File: config.mk
export PLATFORM = sky130hd
export DESIGN_NAME = load_store_unit_flat
export DESIGN_NICKNAME = d
export VERILOG_FILES = /design/src/rtl/lsu_pkg.sv /design/src/rtl/lsu_if.sv /design/src/rtl/lsu_align.sv /design/src/rtl/load_store_unit.sv /design/src/flat_wrapper.sv
export SDC_FILE = /design/constraint.sdc
export NUM_CORES = 1
export LEC_CHECK = 0
export ABC_CLOCK_PERIOD_IN_PS = 2700
export BUFFER_PORTS_ARGS = -buffer_cell sky130_fd_sc_hd__buf_2
export CORE_AREA = 2 2 149 122
export CTS_CLUSTER_SIZE = 20
export DETAILED_ROUTE_END_ITERATION = 8
export DIE_AREA = 0 0 151 124
export PLACE_DENSITY_LB_ADDON = 0.12
export SKIP_LAST_GASP = 1
export SLEW_MARGIN = 20
export SYNTH_ARGS = -nofsm -noshare
export SYNTH_HDL_FRONTEND = slang
export SYNTH_HIERARCHICAL = 1
export SYNTH_SLANG_ARGS = --single-unit
File: constraint.sdc
create_clock -name clk -period 2.7 [get_ports clk]
set_input_delay 0.135 -clock clk [delete_from_list [all_inputs] [get_ports clk]]
set_output_delay 0.135 -clock clk [all_outputs]
set_load 0.1 [all_outputs]
File: src/rtl/lsu_pkg.sv
// lsu_pkg: shared definitions for the load/store unit.
//   - RISC-V funct3 access-type encodings
//   - FSM state enum
//   - access_bad(): flags illegal or misaligned requests
package lsu_pkg;

  localparam logic [2:0] F3_B  = 3'b000;
  localparam logic [2:0] F3_H  = 3'b001;
  localparam logic [2:0] F3_W  = 3'b010;
  localparam logic [2:0] F3_BU = 3'b100;
  localparam logic [2:0] F3_HU = 3'b101;

  typedef enum logic [1:0] {
    ST_IDLE  = 2'd0,
    ST_READ  = 2'd1,
    ST_WAIT  = 2'd2,
    ST_WRITE = 2'd3
  } lsu_state_e;

  // Returns 1 for encodings with no access type, for stores of the unsigned
  // load variants, and for halfword/word accesses off their natural boundary.
  function automatic logic access_bad(input logic write, input logic [2:0] f3,
                                      input logic [1:0] off);
    logic bad;
    bad = 1'b0;
    case (f3)
      F3_B:    bad = 1'b0;
      F3_H:    bad = off[0];
      F3_W:    bad = (off != 2'b00);
      F3_BU:   bad = write;
      F3_HU:   bad = write | off[0];
      default: bad = 1'b1;
    endcase
    return bad;
  endfunction

endpackage

File: src/rtl/lsu_if.sv
// lsu_if: bundles the pipeline request/response and data-memory bus of the
// load/store unit.
//   master : requester + data memory side (drives request and mem_data_out)
//   slave  : the load/store unit itself
interface lsu_if #(
  parameter int DATA_WIDTH    = 32,
  parameter int ADDRESS_WIDTH = 30
) ();

  logic                     req_valid;
  logic                     req_write;
  logic [2:0]               funct3;
  logic [31:0]              addr;
  logic [DATA_WIDTH-1:0]    wdata;
  logic                     busy;
  logic                     done;
  logic                     err;
  logic [DATA_WIDTH-1:0]    rdata;
  logic                     mem_read_En;
  logic                     mem_write_En;
  logic [ADDRESS_WIDTH-1:0] mem_address;
  logic [DATA_WIDTH-1:0]    mem_data_in;
  logic [DATA_WIDTH-1:0]    mem_data_out;

  modport master (
    output req_valid, req_write, funct3, addr, wdata, mem_data_out,
    input  busy, done, err, rdata, mem_read_En, mem_write_En, mem_address, mem_data_in
  );

  modport slave (
    input  req_valid, req_write, funct3, addr, wdata, mem_data_out,
    output busy, done, err, rdata, mem_read_En, mem_write_En, mem_address, mem_data_in
  );

endinterface

File: src/rtl/lsu_align.sv
// lsu_align: combinational lane handling for the load/store unit.
//   funct3     : access type of the latched request
//   byte_off   : addr[1:0] of the latched request
//   mem_word   : word read from data memory
//   wdata      : right-aligned store data
//   load_data  : selected lane, sign/zero extended (word passes through)
//   store_word : mem_word with the addressed lane replaced by store data
module lsu_align
  import lsu_pkg::*;
#(
  parameter int DATA_WIDTH = 32
) (
  input  logic [2:0]            funct3,
  input  logic [1:0]            byte_off,
  input  logic [DATA_WIDTH-1:0] mem_word,
  input  logic [DATA_WIDTH-1:0] wdata,
  output logic [DATA_WIDTH-1:0] load_data,
  output logic [DATA_WIDTH-1:0] store_word
);

  logic [4:0]  byte_sh;
  logic [4:0]  half_sh;
  logic [7:0]  byte_lane;
  logic [15:0] half_lane;

  // Halfword lanes only start at bit 0 or 16, so addr[0] is ignored there.
  assign byte_sh   = {byte_off, 3'b000};
  assign half_sh   = {byte_off[1], 4'b0000};
  assign byte_lane = mem_word[byte_sh +: 8];
  assign half_lane = mem_word[half_sh +: 16];

  // Load extraction and extension.
  always_comb begin
    load_data = mem_word;
    case (funct3)
      F3_B:    load_data = {{(DATA_WIDTH-8){byte_lane[7]}}, byte_lane};
      F3_H:    load_data = {{(DATA_WIDTH-16){half_lane[15]}}, half_lane};
      F3_BU:   load_data = {{(DATA_WIDTH-8){1'b0}}, byte_lane};
      F3_HU:   load_data = {{(DATA_WIDTH-16){1'b0}}, half_lane};
      default: load_data = mem_word;
    endcase
  end

  // Read-modify-write merge; untouched lanes keep their memory contents.
  always_comb begin
    store_word = mem_word;
    case (funct3)
      F3_B:    store_word[byte_sh +: 8]  = wdata[7:0];
      F3_H:    store_word[half_sh +: 16] = wdata[15:0];
      default: store_word = wdata;
    endcase
  end

endmodule

File: src/rtl/load_store_unit.sv
// load_store_unit: single-outstanding load/store engine between a pipeline
// and a word-addressed synchronous data memory.
//   clk, rst : system clock, asynchronous active-high reset
//   bus      : lsu_if.slave carrying request (req_valid/req_write/funct3/
//              addr/wdata), response (busy/done/err/rdata) and memory port
//              (mem_read_En/mem_write_En/mem_address/mem_data_in/mem_data_out)
// Loads take READ->WAIT, word stores go straight to WRITE, byte/half stores
// read-merge-write through READ->WAIT->WRITE. Bad requests finish from IDLE.
module load_store_unit
  import lsu_pkg::*;
#(
  parameter int DATA_WIDTH    = 32,
  parameter int ADDRESS_WIDTH = 30
) (
  input logic clk,
  input logic rst,
  lsu_if.slave bus
);

  lsu_state_e               state_q, state_d;
  logic                     write_q, write_d;
  logic [2:0]               funct3_q, funct3_d;
  logic [1:0]               off_q, off_d;
  logic [ADDRESS_WIDTH-1:0] mem_address_q, mem_address_d;
  logic [DATA_WIDTH-1:0]    mem_data_in_q, mem_data_in_d;
  logic [DATA_WIDTH-1:0]    rdata_q, rdata_d;
  logic                     done_q, done_d;
  logic                     err_q, err_d;
  logic [DATA_WIDTH-1:0]    load_data_s;
  logic [DATA_WIDTH-1:0]    store_word_s;

  // mem_data_in_q still holds the latched store data until WAIT overwrites
  // it with the merged word, so it doubles as the store-data source.
  lsu_align #(.DATA_WIDTH(DATA_WIDTH)) u_align (
    .funct3     (funct3_q),
    .byte_off   (off_q),
    .mem_word   (bus.mem_data_out),
    .wdata      (mem_data_in_q),
    .load_data  (load_data_s),
    .store_word (store_word_s)
  );

  // State and datapath registers.
  always_ff @(posedge clk or posedge rst) begin
    if (rst) begin
      state_q       <= ST_IDLE;
      write_q       <= 1'b0;
      funct3_q      <= 3'b000;
      off_q         <= 2'b00;
      mem_address_q <= '0;
      mem_data_in_q <= '0;
      rdata_q       <= '0;
      done_q        <= 1'b0;
      err_q         <= 1'b0;
    end else begin
      state_q       <= state_d;
      write_q       <= write_d;
      funct3_q      <= funct3_d;
      off_q         <= off_d;
      mem_address_q <= mem_address_d;
      mem_data_in_q <= mem_data_in_d;
      rdata_q       <= rdata_d;
      done_q        <= done_d;
      err_q         <= err_d;
    end
  end

  // Next-state and register-load selection.
  always_comb begin
    state_d       = state_q;
    write_d       = write_q;
    funct3_d      = funct3_q;
    off_d         = off_q;
    mem_address_d = mem_address_q;
    mem_data_in_d = mem_data_in_q;
    rdata_d       = rdata_q;
    done_d        = 1'b0;
    err_d         = 1'b0;
    case (state_q)
      ST_IDLE: begin
        if (bus.req_valid) begin
          write_d       = bus.req_write;
          funct3_d      = bus.funct3;
          off_d         = bus.addr[1:0];
          mem_address_d = bus.addr[ADDRESS_WIDTH+1:2];
          mem_data_in_d = bus.wdata;
          if (access_bad(bus.req_write, bus.funct3, bus.addr[1:0])) begin
            done_d = 1'b1;
            err_d  = 1'b1;
          end else if (bus.req_write && (bus.funct3 == F3_W)) begin
            state_d = ST_WRITE;
          end else begin
            state_d = ST_READ;
          end
        end else begin
          state_d = ST_IDLE;
        end
      end
      ST_READ: begin
        state_d = ST_WAIT;
      end
      ST_WAIT: begin
        // Memory word is valid now: finish a load or stage the merged store.
        if (write_q) begin
          mem_data_in_d = store_word_s;
          state_d       = ST_WRITE;
        end else begin
          rdata_d = load_data_s;
          done_d  = 1'b1;
          state_d = ST_IDLE;
        end
      end
      ST_WRITE: begin
        done_d  = 1'b1;
        state_d = ST_IDLE;
      end
      default: begin
        state_d = ST_IDLE;
      end
    endcase
  end

  assign bus.busy         = (state_q != ST_IDLE);
  assign bus.done         = done_q;
  assign bus.err          = err_q;
  assign bus.rdata        = rdata_q;
  assign bus.mem_read_En  = (state_q == ST_READ);
  assign bus.mem_write_En = (state_q == ST_WRITE);
  assign bus.mem_address  = mem_address_q;
  assign bus.mem_data_in  = mem_data_in_q;

endmodule

File: src/flat_wrapper.sv
// flat-port wrapper written by rule: the top's interface ports become plain ports
module load_store_unit_flat import lsu_pkg::*;
#(
  parameter int DATA_WIDTH    = 32,
  parameter int ADDRESS_WIDTH = 30
)
  (clk, rst, bus_req_valid, bus_req_write, bus_funct3, bus_addr, bus_wdata, bus_mem_data_out, bus_busy, bus_done, bus_err, bus_rdata, bus_mem_read_En, bus_mem_write_En, bus_mem_address, bus_mem_data_in);
  lsu_if #(.DATA_WIDTH(DATA_WIDTH), .ADDRESS_WIDTH(ADDRESS_WIDTH)) bus_i ();
  input logic clk;
  input logic rst;
  input wire logic [$bits(bus_i.req_valid)-1:0] bus_req_valid;
  input wire logic [$bits(bus_i.req_write)-1:0] bus_req_write;
  input wire logic [$bits(bus_i.funct3)-1:0] bus_funct3;
  input wire logic [$bits(bus_i.addr)-1:0] bus_addr;
  input wire logic [$bits(bus_i.wdata)-1:0] bus_wdata;
  input wire logic [$bits(bus_i.mem_data_out)-1:0] bus_mem_data_out;
  output wire logic [$bits(bus_i.busy)-1:0] bus_busy;
  output wire logic [$bits(bus_i.done)-1:0] bus_done;
  output wire logic [$bits(bus_i.err)-1:0] bus_err;
  output wire logic [$bits(bus_i.rdata)-1:0] bus_rdata;
  output wire logic [$bits(bus_i.mem_read_En)-1:0] bus_mem_read_En;
  output wire logic [$bits(bus_i.mem_write_En)-1:0] bus_mem_write_En;
  output wire logic [$bits(bus_i.mem_address)-1:0] bus_mem_address;
  output wire logic [$bits(bus_i.mem_data_in)-1:0] bus_mem_data_in;
  assign bus_i.req_valid = bus_req_valid;
  assign bus_i.req_write = bus_req_write;
  assign bus_i.funct3 = bus_funct3;
  assign bus_i.addr = bus_addr;
  assign bus_i.wdata = bus_wdata;
  assign bus_i.mem_data_out = bus_mem_data_out;
  assign bus_busy = bus_i.busy;
  assign bus_done = bus_i.done;
  assign bus_err = bus_i.err;
  assign bus_rdata = bus_i.rdata;
  assign bus_mem_read_En = bus_i.mem_read_En;
  assign bus_mem_write_En = bus_i.mem_write_En;
  assign bus_mem_address = bus_i.mem_address;
  assign bus_mem_data_in = bus_i.mem_data_in;
  load_store_unit #(.DATA_WIDTH(DATA_WIDTH), .ADDRESS_WIDTH(ADDRESS_WIDTH)) u_core (.clk(clk), .rst(rst), .bus(bus_i));
endmodule
# Yosys cells after proc, flatten, opt, wreduce, memory -nomap -nowiden

Cells that the tools add are included.

Output and inout port bits: 99
Register bits after elaboration: 104
Bits of input ports: 103

Equality and inequality tests: 14
Add/sub/neg operators: 2
Reductions and logical operators: 10
Shift-type cells: 6
Muxes and demuxes: 20
Bitwise operators: 2

Operators by type and width:

| kind                                                                    | count |
|---|---|
| 32-bit one-hot mux with 2 select lines                                  | 2 |
| 32-bit one-hot mux with 4 select lines                                  | 1 |
| 32-bit bitwise mux                                                      | 2 |
| 32-bit two-way mux                                                      | 2 |
| 16-bit by 7-bit variable shift with 32-bit output, first input constant | 1 |
| 8-bit by 7-bit variable shift with 32-bit output, first input constant  | 1 |
| 16-bit by 7-bit indexed part select with 32-bit output                  | 1 |
| 32-bit by 6-bit indexed part select with 16-bit output                  | 1 |
| 32-bit by 6-bit indexed part select with 8-bit output                   | 1 |
| 8-bit by 7-bit indexed part select with 32-bit output                   | 1 |
| 5-bit negation with 7-bit output                                        | 2 |
| 3-bit equality test, second input constant                              | 4 |
| 2-bit two-way mux                                                       | 4 |
| 2-bit one-hot mux with 4 select lines                                   | 1 |
| 3-bit by 1-bit equality test with 1-bit output, second input constant   | 2 |
| 3-bit zero test                                                         | 2 |
| 1-bit two-way mux                                                       | 6 |
| 3-bit != test, second input constant                                    | 2 |
| 2-bit nonzero test                                                      | 3 |
| 1-bit one-hot mux with 5 select lines                                   | 1 |
| 2-bit equality test, second input constant                              | 2 |
| 2-bit AND reduction                                                     | 2 |
| 4-bit AND reduction                                                     | 1 |
| 3-bit by 2-bit equality test with 1-bit output, second input constant   | 1 |
| 8 further kinds                                                         | 8 |

# Depth between registers and ports, before layout

Word-level depth: 7
Mapped depth: 12
Gate-level depth less buffers: 7

# Modules after synthesis

The synthesis kept the hierarchy.

By module, submodules not included:

| module          | cells an instance | area each (µm²) | seq. area each (µm²) | instances |
|---|---|---|---|---|
| load_store_unit | 272               | 4747.1          | 2602.5               | 1 |
| lsu_align       | 286               | 2004.4          | 0.0                  | 1 |

# Worst setup path after synthesis

No wires, ideal clock.

Kind: reg-to-reg
From: register u_core.off_q[1]
To: register u_core.mem_data_in_q[23], in the netlist u_core/bus.mem_data_in[23]
Arrival: 2.873 ns
Stages on the path, launching flop included: 13
Data required time: 2.574 ns
Library setup time: 0.126 ns
Period minus slack after synthesis: 3.000 ns
Setup slack: -0.300 ns
Buffers on the path: 5
Path through: dfrtp_1 buf_4 buf_4 buf_2 clkinv_1 ha_1 buf_2 and3b_1 clkbuf_1 a221o_1 a22o_1 mux2_4 mux2_4

Word-level cells in the longest chain between the ends: 6
Elaborated cells on any way between the ends: 11
Classes of those cells: add/sub: 2; shift: 4; mux: 5

Ends and longest elaborated chain:

| item                                                                                 | RTL line                         | RTL |
|---|---|---|
| start, declared                                                                      | load_store_unit.sv:23            | `logic [1:0] off_q, off_d;` |
| start signal, assigned                                                               | load_store_unit.sv:49            | `off_q <= 2'b00;` |
| start signal, assigned                                                               | load_store_unit.sv:59            | `off_q <= off_d;` |
| 5-bit negation with 7-bit output, on equally long branches                           | lsu_align.sv:49, lsu_align.sv:48 |  |
| 16-bit by 7-bit indexed part select with 32-bit output, or another cell as far along | lsu_align.sv:49                  | `F3_H: store_word[half_sh +: 16] = wdata[15:0];` |
| 32-bit bitwise mux, on equally long branches                                         | lsu_align.sv:49, lsu_align.sv:48 |  |
| 32-bit one-hot mux with 2 select lines *                                             | lsu_align.sv:47                  | `case (funct3)` |
| named net u_core.store_word_s[23]                                                    | load_store_unit.sv:30            | `logic [DATA_WIDTH-1:0] store_word_s;` |
| 32-bit two-way mux *                                                                 | load_store_unit.sv:104           | `if (write_q) begin` |
| 32-bit one-hot mux with 2 select lines *                                             | load_store_unit.sv:79            | `case (state_q)` |
| end signal, assigned                                                                 | load_store_unit.sv:61            | `mem_data_in_q <= mem_data_in_d;` |
| end, declared                                                                        | load_store_unit.sv:25            | `logic [DATA_WIDTH-1:0] mem_data_in_q, mem_data_in_d;` |

Mark *: on every way through the listed nets, which the timed path passes. The rest lies on a longest branch. The select of a mux whose other input is x is not followed.
A chain may end at the register's enable or synchronous reset.

# Worst setup path in the final report

From: register u_core.off_q[1]
To: register u_core.mem_data_in_q[1], in the netlist u_core/bus.mem_data_in[1]

The elaborated chain is that of the path after synthesis.

==> flow_summary.json <==
{
  "outcome": "finished clean",
  "drt_first_pass_iters": 4,
  "yosysUniqueCellTypes": 48,
  "async_flop_share": 1.000,
  "drv_slew": 0,
  "rows": 43,
  "portBuffers": 201,
  "die_width_um": 151,
  "synthTopCellsByArea": "dfrtp_1 (39%), mux2_4 (20%), mux2_2 (6.7%)",
  "dp_cells": 948,
  "dr.first_iter.drc_count": 382,
  "cp_max_fo": 16,
  "use_met3": 0.04103,
  "busiest_layer": "met2",
  "cts.sinks": 104,
  "start_util": 0.3946,
  "yosysTopAreaCell": "dfrtp_1",
  "insertion_delay_ps": 360,
  "nets": 863,
  "track_usage": 0.2142,
  "mappedNetlistArea_um2": 6751,
  "syn-num-nets": 666,
  "hpwl_mm": 14.99,
  "avgSynthCellArea_um2": 12.10,
  "post_cts.repair.setup_buffers": 0,
  "required_ps": 2940,
  "crit_type": "reg -> reg",
  "yosys-top-cells-count": "dfrtp_1 (104), mux2_4 (90), nand2_1 (42)",
  "drc": 0,
  "ys.flop_type": "dfrtp_1",
  "max_cap_viol_count": 0,
  "dieHeight_um": 124,
  "cts_tree": "done",
  "use_met2": 0.3307,
  "synth_cells": 558,
  "area_growth_pct": 23.93,
  "grt_pass1_vias": 5332,
  "final_core_util": 0.4890,
  "clk_pin_slew_worst_paths_ps": 80,
  "synth_most_common_cell": "dfrtp_1",
  "ios": 202,
  "crit_arrival_ps": 2760,
  "cts_buffers": 9,
  "worst_pin_slew_ps": 598.7,
  "end_kind": "flip-flop",
  "max-slew-margin-rel": 0.6009,
  "wl_per_cell_um": 20.56,
  "finalClockSkew_ps": 8.452,
  "yosysTopAreaCellShare": 0.3855,
  "place_congestion": 0.8540,
  "vias": 5411,
  "met1_usage": 0.3086,
  "setup_viol": 0,
  "ys_seq_area_frac": 0.3855,
  "final_layout_size_suffix_gt1_frac": 0.5026,
  "synth-edff-count": 0,
  "stdcell_count": 985,
  "clockBufferDepth": 2,
  "wl_mm": 20.25,
  "start_kind": "flip-flop",
  "grt_max_degree": 105,
  "clock.fmax_ghz": 0.3968,
  "antenna_found_initial": 0,
  "hold_viol_final": 0,
  "antenna_cells": 0,
  "ys_seq_elements": 104,
  "hp-class": "in -> reg",
  "dieArea_um2": 18720,
  "h-tree-depth": 3,
  "fin_crit_ps": 2520,
  "detail-route-antenna-nets": 0,
  "rsz0062_at_grt": "false",
  "grt_pass1_wl_mm": 30.19,
  "grt_remaining_overflow": 0,
  "post_drt_via_cell_ratio": 5.493,
  "clockRootBuffer": "clkbuf_16",
  "fin_crit_sh": 0.9333,
  "design.core.area_um2": 17110,
  "ys.warnings.count": 6
}
-- placed cells by master, fill, tap and decap left out, types with 2 or more instances in the layout --
cell type      instances
buf_2                201
dfrtp_1              103
mux2_4                90
nand2_1               42
mux2_2                40
mux2i_1               31
nor2b_1               27
a22o_1                24
a21oi_1               23
dlygate4sd3_1         21
a221o_1               17
nor2_1                12
buf_4                 12
o21ai_0               10
clkbuf_16              9
a41o_1                 8
nor4b_1                8
o221a_2                8
o211ai_1               8
nand3b_1               7
o22a_1                 7
nand2b_1               5
ha_1                   5
clkinv_4               3
and3b_1                3
inv_1                  3
inv_8                  2
clkinvlp_4             2
nor2b_4                2
and2_1                 2
mux2_1                 2
-- timing repair --
action	CTS	global route
gates resized for setup	0	0
hold endpoints to repair	121	3
hold buffers	18	3
-- flip-flops by register name, summed over array words and instances (netlist names), 2 cells and up --
signal	flops
u_core/funct3_q	3
u_core/state_q	2
u_core/bus.rdata	32
u_core/bus.mem_address	30
u_core/bus.mem_data_in	32
u_core/off_q	2
-- cells by family after synthesis --
logic type	Yosys count	synth area share
AO/OA/AOI/OAI	113	0.1371
adder cells (fa/ha/maj)	5	0.009266
buffers and inverters	54	0.04800
flip-flops	104	0.3855
multiplexers	164	0.3195
AND/OR/NAND/NOR	118	0.1006
-- per-stage QoR --
step / worst slack [ps] / hold slack (ps) / area [µm²] / setup TNS, ps
finish: 180.1 / 11.67 / 8367 / 0
global placement: 293.5 / 341.0 / 7859 / 0
CTS: 208.1 / 0.2196 / 8337 / 0
global route: 59.91 / 2.779 / 8367 / 0
floorplan: -8.312 / 269.7 / 6775 / -8.312
detailed placement: 232.6 / 347.9 / 7859 / 0
-- worst max-delay path, cell delays in order, from the launching register on --
cell,delay [ps]
dfrtp_2,530
clkinv_4,150
ha_1,340
buf_4,180
nor2_1,50
a211o_1,420
a22o_1,220
mux2_4,260
mux2_4,250
-- final cells by class --
type	count	area, µm²
flip-flops and latches	104	2604
well taps	225	281.5
clock buffers	9	225.2
fillers	1571	8742
multi-input cells	400	3830
inverters	5	27.53
repair buffers	235	1326
clock inverters	7	72.57
-- path summary, 6_finish.rpt --
path	cells after the start	slack [ps]	startpoint	to
max	8	180	u_core/off_q[1]$_DFFE_PP0P_	u_core/bus.mem_data_in[1]$_DFFE_PP0P_
min	2	10	bus_addr[21]	u_core/bus.mem_address[19]$_DFFE_PP0P_
max reg2reg	8	180	u_core/off_q[1]$_DFFE_PP0P_	u_core/bus.mem_data_in[1]$_DFFE_PP0P_
min reg2reg	1	500	u_core/bus.mem_address[19]$_DFFE_PP0P_	u_core/bus.mem_address[19]$_DFFE_PP0P_
max in group asynchronous	4	1760	rst	u_core/off_q[1]$_DFFE_PP0P_
min in group asynchronous	4	470	rst	u_core/bus.mem_address[20]$_DFFE_PP0P_
-- per-layer routing --
metal,wire length (µm),share of wire
met1,9282,0.46
met2,9386,0.46
met3,1341,0.066
met4,238,0.012
met5,0,0
Power is not shown: default switching activity piles up to over one toggle a cycle in this logic, so the estimate is an artifact.
